===== config.mk =====
export PLATFORM = sky130hd
export DESIGN_NAME = wb_async_mem_sync
export DESIGN_NICKNAME = d
export VERILOG_FILES = /design/src/rtl/wb_async_mem_sync_pkg.sv /design/src/rtl/wb_async_mem_sync_chain.sv /design/src/rtl/wb_async_mem_sync.sv
export SDC_FILE = /design/constraint.sdc
export NUM_CORES = 1
export LEC_CHECK = 0
export ABC_AREA = 0
export CELL_PAD_IN_SITES_DETAIL_PLACEMENT = 0
export CELL_PAD_IN_SITES_GLOBAL_PLACEMENT = 1
export CORE_UTILIZATION = 38
export DETAILED_ROUTE_END_ITERATION = 7
export GPL_TIMING_DRIVEN = 0
export PLACE_DENSITY_LB_ADDON = 0.1
export REMOVE_ABC_BUFFERS = 1
export SLEW_MARGIN = 20
export SYNTH_ARGS = -nofsm -noshare
export SYNTH_HDL_FRONTEND = slang
export SYNTH_SLANG_ARGS = --single-unit

===== constraint.sdc =====
create_clock -name wb_clk_i -period 7.8 [get_ports wb_clk_i]
set_input_delay 1.56 -clock wb_clk_i [delete_from_list [all_inputs] [get_ports wb_clk_i]]
set_output_delay 1.56 -clock wb_clk_i [all_outputs]
set_load 0.02 [all_outputs]

===== src/rtl/wb_async_mem_sync_pkg.sv =====
// Shared constants and helpers for the async-memory input conditioning stage.
// Idle pin levels, counter width and a saturating increment used by every counter.
package wb_async_mem_sync_pkg;

  localparam logic MEM_CTRL_IDLE = 1'b1;
  localparam logic MEM_DATA_IDLE = 1'b0;
  localparam int   CNT_W         = 4;

  localparam logic [CNT_W-1:0] CNT_MAX = '1;

  typedef struct packed {
    logic oe_n;
    logic we_n;
    logic cs_n;
  } mem_ctrl_t;

  function automatic logic [CNT_W-1:0] sat_inc(input logic [CNT_W-1:0] val,
                                               input logic [CNT_W-1:0] lim);
    return (val >= lim) ? lim : val + 1'b1;
  endfunction

endpackage


===== src/rtl/wb_async_mem_sync_chain.sv =====
// Multi-flop synchronizer for one pin group; reset loads the group's idle level.
// Bits of a multi-bit group may resolve on different cycles.
module wb_async_mem_sync_chain #(
  parameter int               WIDTH   = 1,
  parameter int               STAGES  = 2,
  parameter logic [WIDTH-1:0] RST_VAL = '0
) (
  input  logic             wb_clk_i,
  input  logic             wb_rst_i,
  input  logic [WIDTH-1:0] d,
  output logic [WIDTH-1:0] q
);

  logic [STAGES-1:0][WIDTH-1:0] stage;

  // NOTE: synchronizer flops are plain registers (no memory inference), so resetting them is cheap and required.
  always_ff @(posedge wb_clk_i or posedge wb_rst_i) begin
    if (wb_rst_i) begin
      stage <= {STAGES{RST_VAL}};
    end else begin
      stage <= {stage[STAGES-2:0], d};
    end
  end

  assign q = stage[STAGES-1];

endmodule


===== src/rtl/wb_async_mem_sync.sv =====
// Input conditioning for the async memory bridge: synchronizes all pins, derives
// strobe edge pulses, a bus-stability qualifier and a short-pulse (glitch) flag.
module wb_async_mem_sync
  import wb_async_mem_sync_pkg::*;
#(
  parameter int DW            = 32,
  parameter int AW            = 32,
  parameter int SYNC_STAGES   = 2,
  parameter int STABLE_CYCLES = 2,
  parameter int MIN_PULSE     = 2
) (
  input  logic          wb_clk_i,
  input  logic          wb_rst_i,
  input  logic [DW-1:0] mem_d_i,
  input  logic [AW-1:0] mem_a_i,
  input  logic [3:0]    mem_bls_n_i,
  input  logic          mem_oe_n_i,
  input  logic          mem_we_n_i,
  input  logic          mem_cs_n_i,
  output logic [DW-1:0] mem_d_s,
  output logic [AW-1:0] mem_a_s,
  output logic [3:0]    mem_bls_n_s,
  output logic          mem_oe_n_s,
  output logic          mem_we_n_s,
  output logic          mem_cs_n_s,
  output logic          mem_oe_n_fall,
  output logic          mem_we_n_fall,
  output logic          mem_we_n_rise,
  output logic          mem_bus_stable,
  output logic          glitch_o
);

  if (SYNC_STAGES < 2 || SYNC_STAGES > 4) begin : g_bad_sync
    $error("SYNC_STAGES must be in 2..4");
  end
  if (STABLE_CYCLES < 1 || STABLE_CYCLES > 15) begin : g_bad_stable
    $error("STABLE_CYCLES must be in 1..15");
  end
  if (MIN_PULSE < 1 || MIN_PULSE > 15) begin : g_bad_pulse
    $error("MIN_PULSE must be in 1..15");
  end

  localparam int               CMP_W    = AW + 4 + DW;
  localparam logic [CNT_W-1:0] STAB_LIM = CNT_W'(STABLE_CYCLES);
  localparam logic [CNT_W-1:0] MIN_LIM  = CNT_W'(MIN_PULSE);
  localparam logic [CMP_W-1:0] CMP_IDLE = {{AW{MEM_DATA_IDLE}}, {4{MEM_CTRL_IDLE}}, {DW{MEM_DATA_IDLE}}};

  mem_ctrl_t ctrl_raw, ctrl_s;

  assign ctrl_raw = '{oe_n: mem_oe_n_i, we_n: mem_we_n_i, cs_n: mem_cs_n_i};

  wb_async_mem_sync_chain #(.WIDTH(DW), .STAGES(SYNC_STAGES), .RST_VAL({DW{MEM_DATA_IDLE}})) u_sync_d (
    .wb_clk_i(wb_clk_i), .wb_rst_i(wb_rst_i), .d(mem_d_i), .q(mem_d_s)
  );

  wb_async_mem_sync_chain #(.WIDTH(AW), .STAGES(SYNC_STAGES), .RST_VAL({AW{MEM_DATA_IDLE}})) u_sync_a (
    .wb_clk_i(wb_clk_i), .wb_rst_i(wb_rst_i), .d(mem_a_i), .q(mem_a_s)
  );

  wb_async_mem_sync_chain #(.WIDTH(4), .STAGES(SYNC_STAGES), .RST_VAL({4{MEM_CTRL_IDLE}})) u_sync_bls (
    .wb_clk_i(wb_clk_i), .wb_rst_i(wb_rst_i), .d(mem_bls_n_i), .q(mem_bls_n_s)
  );

  wb_async_mem_sync_chain #(.WIDTH(3), .STAGES(SYNC_STAGES), .RST_VAL({3{MEM_CTRL_IDLE}})) u_sync_ctrl (
    .wb_clk_i(wb_clk_i), .wb_rst_i(wb_rst_i), .d(ctrl_raw), .q(ctrl_s)
  );

  assign mem_oe_n_s = ctrl_s.oe_n;
  assign mem_we_n_s = ctrl_s.we_n;
  assign mem_cs_n_s = ctrl_s.cs_n;

  // Edge detection against a one-cycle history of each synchronized strobe.
  logic oe_hist, we_hist;
  logic oe_fell, we_fell, oe_rose, we_rose;

  assign oe_fell = oe_hist & ~mem_oe_n_s;
  assign we_fell = we_hist & ~mem_we_n_s;
  assign oe_rose = ~oe_hist & mem_oe_n_s;
  assign we_rose = ~we_hist & mem_we_n_s;

  assign mem_oe_n_fall = oe_fell & ~mem_cs_n_s;
  assign mem_we_n_fall = we_fell & ~mem_cs_n_s;
  assign mem_we_n_rise = we_rose;

  logic [CMP_W-1:0] cmp, cmp_prev;
  logic [CNT_W-1:0] stab_cnt, stab_cnt_next;
  logic [CNT_W-1:0] oe_low_cnt, we_low_cnt;

  // NOTE: every signal written in always_comb gets a default first, so no latch can be inferred.
  always_comb begin
    cmp           = {mem_a_s, mem_bls_n_s, mem_we_n_s ? {DW{1'b0}} : mem_d_s};
    stab_cnt_next = sat_inc(stab_cnt, STAB_LIM);
    if (mem_cs_n_s || (cmp != cmp_prev)) begin
      stab_cnt_next = '0;
    end
  end

  // NOTE: sequential state uses non-blocking assignments so all flops update from pre-edge values.
  always_ff @(posedge wb_clk_i or posedge wb_rst_i) begin
    if (wb_rst_i) begin
      oe_hist        <= MEM_CTRL_IDLE;
      we_hist        <= MEM_CTRL_IDLE;
      cmp_prev       <= CMP_IDLE;
      stab_cnt       <= '0;
      mem_bus_stable <= 1'b0;
      oe_low_cnt     <= '0;
      we_low_cnt     <= '0;
    end else begin
      oe_hist        <= mem_oe_n_s;
      we_hist        <= mem_we_n_s;
      cmp_prev       <= cmp;
      stab_cnt       <= stab_cnt_next;
      mem_bus_stable <= (stab_cnt_next == STAB_LIM);

      // The fall cycle is itself the first low cycle, so the count restarts at 1.
      if (oe_fell)          oe_low_cnt <= CNT_W'(1);
      else if (!mem_oe_n_s) oe_low_cnt <= sat_inc(oe_low_cnt, CNT_MAX);

      if (we_fell)          we_low_cnt <= CNT_W'(1);
      else if (!mem_we_n_s) we_low_cnt <= sat_inc(we_low_cnt, CNT_MAX);
    end
  end

  assign glitch_o = (oe_rose && (oe_low_cnt < MIN_LIM)) ||
                    (we_rose && (we_low_cnt < MIN_LIM));

endmodule


# [Word-level counts from Yosys, hierarchy flattened]
# Index checks and enable logic that the tools add are counted.
[classes] n_eq_ne=4 n_bitwise=11 n_mux=9 magnitude_cmp=5 n_reduce_logical=4 n_addsub=3
[op_table] cell="$ne A68 B68 Y1" count=1
[op_table] cell="$mux W32" count=1
[op_table] cell="$mux W4" count=8
[op_table] cell="$add A4 B1 Y4 const B" count=3
[op_table] cell="$ge A4 B4 Y1 const B" count=2
[op_table] cell="$lt A4 B2 Y1 const B" count=2
[op_table] cell="$and A1 B1 Y1" count=6
[op_table] cell="$not A1 Y1" count=5
[op_table] cell="$eq A4 B2 Y1 const B" count=1
[op_table] cell="$ge A4 B2 Y1 const B" count=1
[op_table] cell="$ne A2 B2 Y1 const B" count=2
[op_table] cell="$logic_and A1 B1 Y1" count=2
[op_table] cell="$logic_or A1 B1 Y1" count=2
[totals] reg_bits=225 word_cells=51

# [Depth between registers and ports, before layout]
# Gate-level depths: netlist (run 1).
[logic_depth] ltp_word=5 ltp_mapped=7

# [By module]
# From an unflattened synthesis (run 1), not the netlist that was laid out.
[unflattened] cells_unflattened=546 area_unflattened_um2=7863.8
[modules_own_cells] mod="wb_async_mem_sync" seq_area_each_um2=2084.5 n_inst=1 area_each_um2=3744.8 cells_each=329
[modules_own_cells] mod="wb_async_mem_sync_chain (u_sync_a ...)" seq_area_each_um2=1601.5 n_inst=2 area_each_um2=1845.5 cells_each=97
[modules_own_cells] mod="wb_async_mem_sync_chain (u_sync_bls)" seq_area_each_um2=210.2 n_inst=1 area_each_um2=244.0 cells_each=13
[modules_own_cells] mod="wb_async_mem_sync_chain (u_sync_ctrl)" seq_area_each_um2=157.7 n_inst=1 area_each_um2=183.9 cells_each=10

# [Worst setup path after synthesis (run 1)]
# No wires, ideal clock.
[synth_timing] kind="register -> output" from="register u_sync_ctrl.stage (netlist bit u_sync_ctrl.q[1])" to="output glitch_o" setup_slack_ns=4.241 arrival_time_ns=1.999 stages_incl_launch_ff=6 path_buffers=3 cell_sequence="dfstp_2 -> buf_6 -> clkbuf_1 -> clkbuf_1 -> nor2b_1 -> a21o_1"
[synth_between] elab_chain_cells=3
[synth_lines] element="start, declared" line="wb_async_mem_sync_chain.sv:14" rtl="logic [STAGES-1:0][WIDTH-1:0] stage;"
[synth_lines] element="start signal, assigned" line="wb_async_mem_sync_chain.sv:19" rtl="stage <= {STAGES{RST_VAL}};"
[synth_lines] element="start signal, assigned" line="wb_async_mem_sync_chain.sv:21" rtl="stage <= {stage[STAGES-2:0], d};"
[synth_lines] element="$and A1 B1 Y1" line="wb_async_mem_sync.sv:79" rtl="assign we_rose = ~we_hist & mem_we_n_s;"
[synth_lines] element="net mem_we_n_rise" line="wb_async_mem_sync.sv:28" rtl="output logic mem_we_n_rise,"
[synth_lines] element="$logic_and A1 B1 Y1" line="wb_async_mem_sync.sv:125" rtl="(we_rose && (we_low_cnt < MIN_LIM));"
[synth_lines] element="$logic_or A1 B1 Y1" line="wb_async_mem_sync.sv:124" rtl="assign glitch_o = (oe_rose && (oe_low_cnt < MIN_LIM)) ||"
[synth_lines] element="end, declared" line="wb_async_mem_sync.sv:30" rtl="output logic glitch_o"
# The timed path passes the listed nets, and every way through them passes these cells.

# [Worst setup path in the final report (run 1)]
[layout_timing] from="register u_sync_ctrl.stage (netlist bit u_sync_ctrl.q[1])" to="output glitch_o"
[layout_between] elab_chain_cells=3
[layout_lines] element="$and A1 B1 Y1" line="wb_async_mem_sync.sv:79"
[layout_lines] element="$logic_and A1 B1 Y1" line="wb_async_mem_sync.sv:125"
[layout_lines] element="$logic_or A1 B1 Y1" line="wb_async_mem_sync.sv:124"
# No other way between the ends.

==> results.toml, run 1 <==
[die]
design.die.area_um2 = 21160
rows = 52
start_util = 0.3865
io_pins = 149
dieWidth_um = 145.5
die_h_um = 145.5
core_um2 = 20230

[synth]
synth.cell_area_um2 = 7821
avgSynthCellArea_um2 = 14.35
synth_cells = 545
async_flop_share = 1.000
ys.flop_type = "dfrtp_1"
synth-edff-count = 0
synth.distinct_cells = 42
synth-seq-cells = 225
seq_area_frac_synth = 0.7231
yosysWarnings = 0

[global_route]
grt_usage = 0.1355
grt_pass1_wl_mm = 22.96
grt_antenna_before_repair = 0
met2_usage = 0.2111
grt_use_met1 = 0.1754
grt_busiest_layer = "met2"
first_global_vias = 4492
grt_start_max_net_pins = 112
gr-total-overflow = 0
use_met3 = 0.04671

[route]
drtAntennaViolNets = 0
vias = 4248
wire_per_inst_um = 14.60
dr.first_iter.drc_count = 147
routed_wl_mm = 13.65
drc = 0
dr.pass1.iters = 4
viasPerCell = 4.543

[critical_path]
critPathLaunch = "u_sync_ctrl.q[1]$_DFF_PP1_"
cp_data_required_time_ns = 6.24
cp_cell_sequence = "nor2b_1, a21o_1, clkdlybuf4s50_1"
cp_slowest_cell = "dfstp_4"
timing.rr.end = "stab_cnt[0]$_DFF_PP0_"
crit_arrival_ns = 2.53
worstSetupStartpointType = "flop"
reg2reg_from = "u_sync_ctrl.q[1]$_DFF_PP1_"
r2r_slack_ns = 4.95
r2r_cells = 6
critical_path.max_fanout = 71
cpPeakStageDelay_ns = 0.98
path_class = "flop to output port"
cp-end-kind = "output port"

[timing]
post-route-min-period_ns = 4.095
period_share = 0.5250
report.final.slew_viol_count = 0
setup_viol = 0
rsz0062_at_grt = "no"
clock_skew_ns = 0.007328
fmax_mhz = 244.2
worstMarginPinSlew_ns = 0.6218
maxSlewHeadroom = 0.5855
timing_hold_violations_final = 0

[placed_design]
placedCellCount = 889
place.gp.congestion = 0.7060
hpwl_mm = 9.095
io_buffers = 148
placed_area_um2 = 9155

[clocking]
cts.repair.resized = 0
cts_hold_buffers = 0
cts_buffers = 25
post_cts_buffers = 0
clockBufferDepth = 3
clkLatencyLatePin_ns = 0.52
cts.sinks = 225
root_buffer = "clkbuf_16"
clk_pin_slew_ns = 0.06
ctsHtreeMaxLevel = 1
cts_tree = "built"

[layout]
design_area_um2 = 10060
drive_gt1_frac = 0.1008
num_antenna_cells = 0
area_delta_synth_final_pct = 28.59
nets = 723
finalNonFillerCells = 935
postLayoutCoreUtil = 0.4970
n_fill_cell = 1734

[pwr]
p_comb_frac = 0.072
p_sw_frac = 0.2182
vdd_ir_drop_max_v = 0.0001738
sequentialPowerShare = 0.473
power.switching_mw = 0.5930
p_total_mw = 2.718
p_leak_nw = 4.255
p_per_area_nw_per_um2 = 270.2
clockPowerShare = 0.455
internal_power_mw = 2.125

[min_path]
hold_end = "u_sync_a.q[13]$_DFF_PP0_"
holdPathStages = 0
hold_path_startpoint = "u_sync_a.stage[13]$_DFF_PP0_"
hold_class = "flop to flop"

[outcome]
outcome = "complete, no violations"

[run]
max_cap_viol_count = 0
[flip-flops by register name, indices dropped and copies added (netlist names), 3 cells and up]
name / count
u_sync_d.stage: 32
u_sync_bls.q: 4
u_sync_bls.stage: 4
we_low_cnt: 4
u_sync_a.q: 32
u_sync_ctrl.q: 3
u_sync_ctrl.stage: 3
u_sync_d.q: 32
u_sync_a.stage: 32
oe_low_cnt: 4
cmp_prev: 68
stab_cnt: 4
[kinds of logic after synthesis]
family / Yosys count / synth area share
AOI/OAI and AO/OA: 58 / 0.05199
xor gates and xnor gates: 45 / 0.05039
adders and majority gates: 4 / 0.006399
buffers and inverters: 91 / 0.07727
DFF: 225 / 0.7231
muxes: 2 / 0.002560
other: 1 / 0.0004795
and+or+nand+nor: 119 / 0.08783
[stage by stage]
step	hold WS (ns)	setup TNS, ns	setup WS (ns)
3_3_place_gp	0.3314	-493.40	-2.414
2_1_floorplan	0.3312	0	0.1103
5_1_grt	0.3521	0	3.586
6_report	0.3424	0	3.705
4_1_cts	0.3441	0	3.349
3_5_place_dp	0.3347	0	3.929
[final cells by class]
| cell class | instances | area, um2 | area share |
|---|---|---|---|
| Clock buffer | 36 | 726.9 | 0.07228 |
| Clock inverter | 10 | 171.4 | 0.01704 |
| Inverter | 15 | 63.81 | 0.006345 |
| Multi-Input combinational cell | 229 | 1562 | 0.1553 |
| Sequential cell | 225 | 5659 | 0.5627 |
| Tap cell | 270 | 337.8 | 0.03359 |
| Timing Repair Buffer | 150 | 1536 | 0.1528 |
[power groups by stage]
stage          clock [mW]  combinational (mW)  sequential (mW)
2_1_floorplan           0              0.0768             1.32
3_3_place_gp            0               0.194             1.30
3_5_place_dp            0               0.201             1.31
4_1_cts              1.28               0.202             1.29
5_1_grt              1.33               0.215             1.29
6_report             1.24               0.197             1.29
[metal layers]
layer	share of wire	up-vias
li1	-	1973
met1	0.43	2109
met2	0.46	130
met3	0.075	36
met4	0.033	0
met5	0	-
[Yosys cell counts (2+ instances only)]
master	n	area share
dfstp_2	20	0.067
nor4bb_1	9	0.012
nand2b_1	4	0.0032
a31oi_1	16	0.013
xnor2_1	24	0.027
dfrtp_1	205	0.66
and2b_1	2	0.0019
nand4_1	6	0.0048
nor2b_1	35	0.028
mux2i_1	2	0.0026
nor3_1	9	0.0058
o22a_1	4	0.0045
o31a_1	2	0.0022
a21oi_1	2	0.0013
xor2_1	21	0.024
o22ai_1	2	0.0016
a311oi_1	2	0.0022
nand2_1	7	0.0034
o21ai_0	13	0.0083
ha_1	4	0.0064
o31ai_1	2	0.0019
nor4_1	10	0.0080
nand3_1	4	0.0026
inv_1	15	0.0072
buf_4	68	0.065
a2111oi_0	2	0.0022
nor2_1	29	0.014
o32ai_1	6	0.0067
clkbuf_1	7	0.0034
[placed cells by master, fill, tap and decap left out, types with 3 or more instances in the layout]
cell / n
xor2_1: 21
a31oi_1: 16
nand2b_1: 4
inv_1: 14
dfstp_2: 19
nor2_1: 29
nor4bb_1: 9
nand2_1: 7
ha_1: 4
clkbuf_16: 25
o32ai_1: 6
clkbuf_8: 6
clkinv_2: 3
nand3_1: 4
clkdlybuf4s50_1: 148
dfrtp_1: 205
nor3_1: 9
nor4_1: 10
xnor2_1: 24
bufinv_16: 4
o21ai_0: 13
nor2b_1: 35
nand4_1: 6
clkbuf_1: 5
o22a_1: 4
[how the worst max path moves through the flow]
stage / end
2_1_floorplan: cmp_prev[0]$_DFF_PP0_
3_3_place_gp: u_sync_d.q[8]$_DFF_PP0_
3_5_place_dp: glitch_o
4_1_cts: glitch_o
5_1_grt: glitch_o
6_report: glitch_o
[critical path, delay by kind of cell, from the launching register on]
family          cells  cell delay (ns)
flops               1             0.98
buf+inv             1             0.59
simple gates        1             0.24
compound gates      1             0.13
Note: power is estimated with default switching activity, not from simulation.
==> run 2, diff against run 1 <==
==> constraint.sdc (replaced) <==
create_clock -name wb_clk_i -period 3.4 [get_ports wb_clk_i]
set_input_delay 0.68 -clock wb_clk_i [delete_from_list [all_inputs] [get_ports wb_clk_i]]
set_output_delay 0.68 -clock wb_clk_i [all_outputs]
set_load 0.02 [all_outputs]
==> results of run 2 <==
Same layout as run 1 (identical final DEF). Status: complete, no violations.
Among the figures that moved: setup slack after placement 3.929 ns -> 0.09117 ns; number of gates resized after CTS 0 -> 1; wire length of the first global-routing pass 22960 um -> 22970 um; via count of the first global-routing pass 4492 -> 4495; overall routing resource usage 0.1355 -> 0.1356; met1 usage 0.1754 -> 0.1756; setup slack after layout 3.705 ns -> 0.1851 ns; register-to-register setup slack 4.95 ns -> 0.55 ns; total power 2.718 mW -> 6.235 mW; worst IR drop on VDD 0.0001738 V -> 0.0003986 V
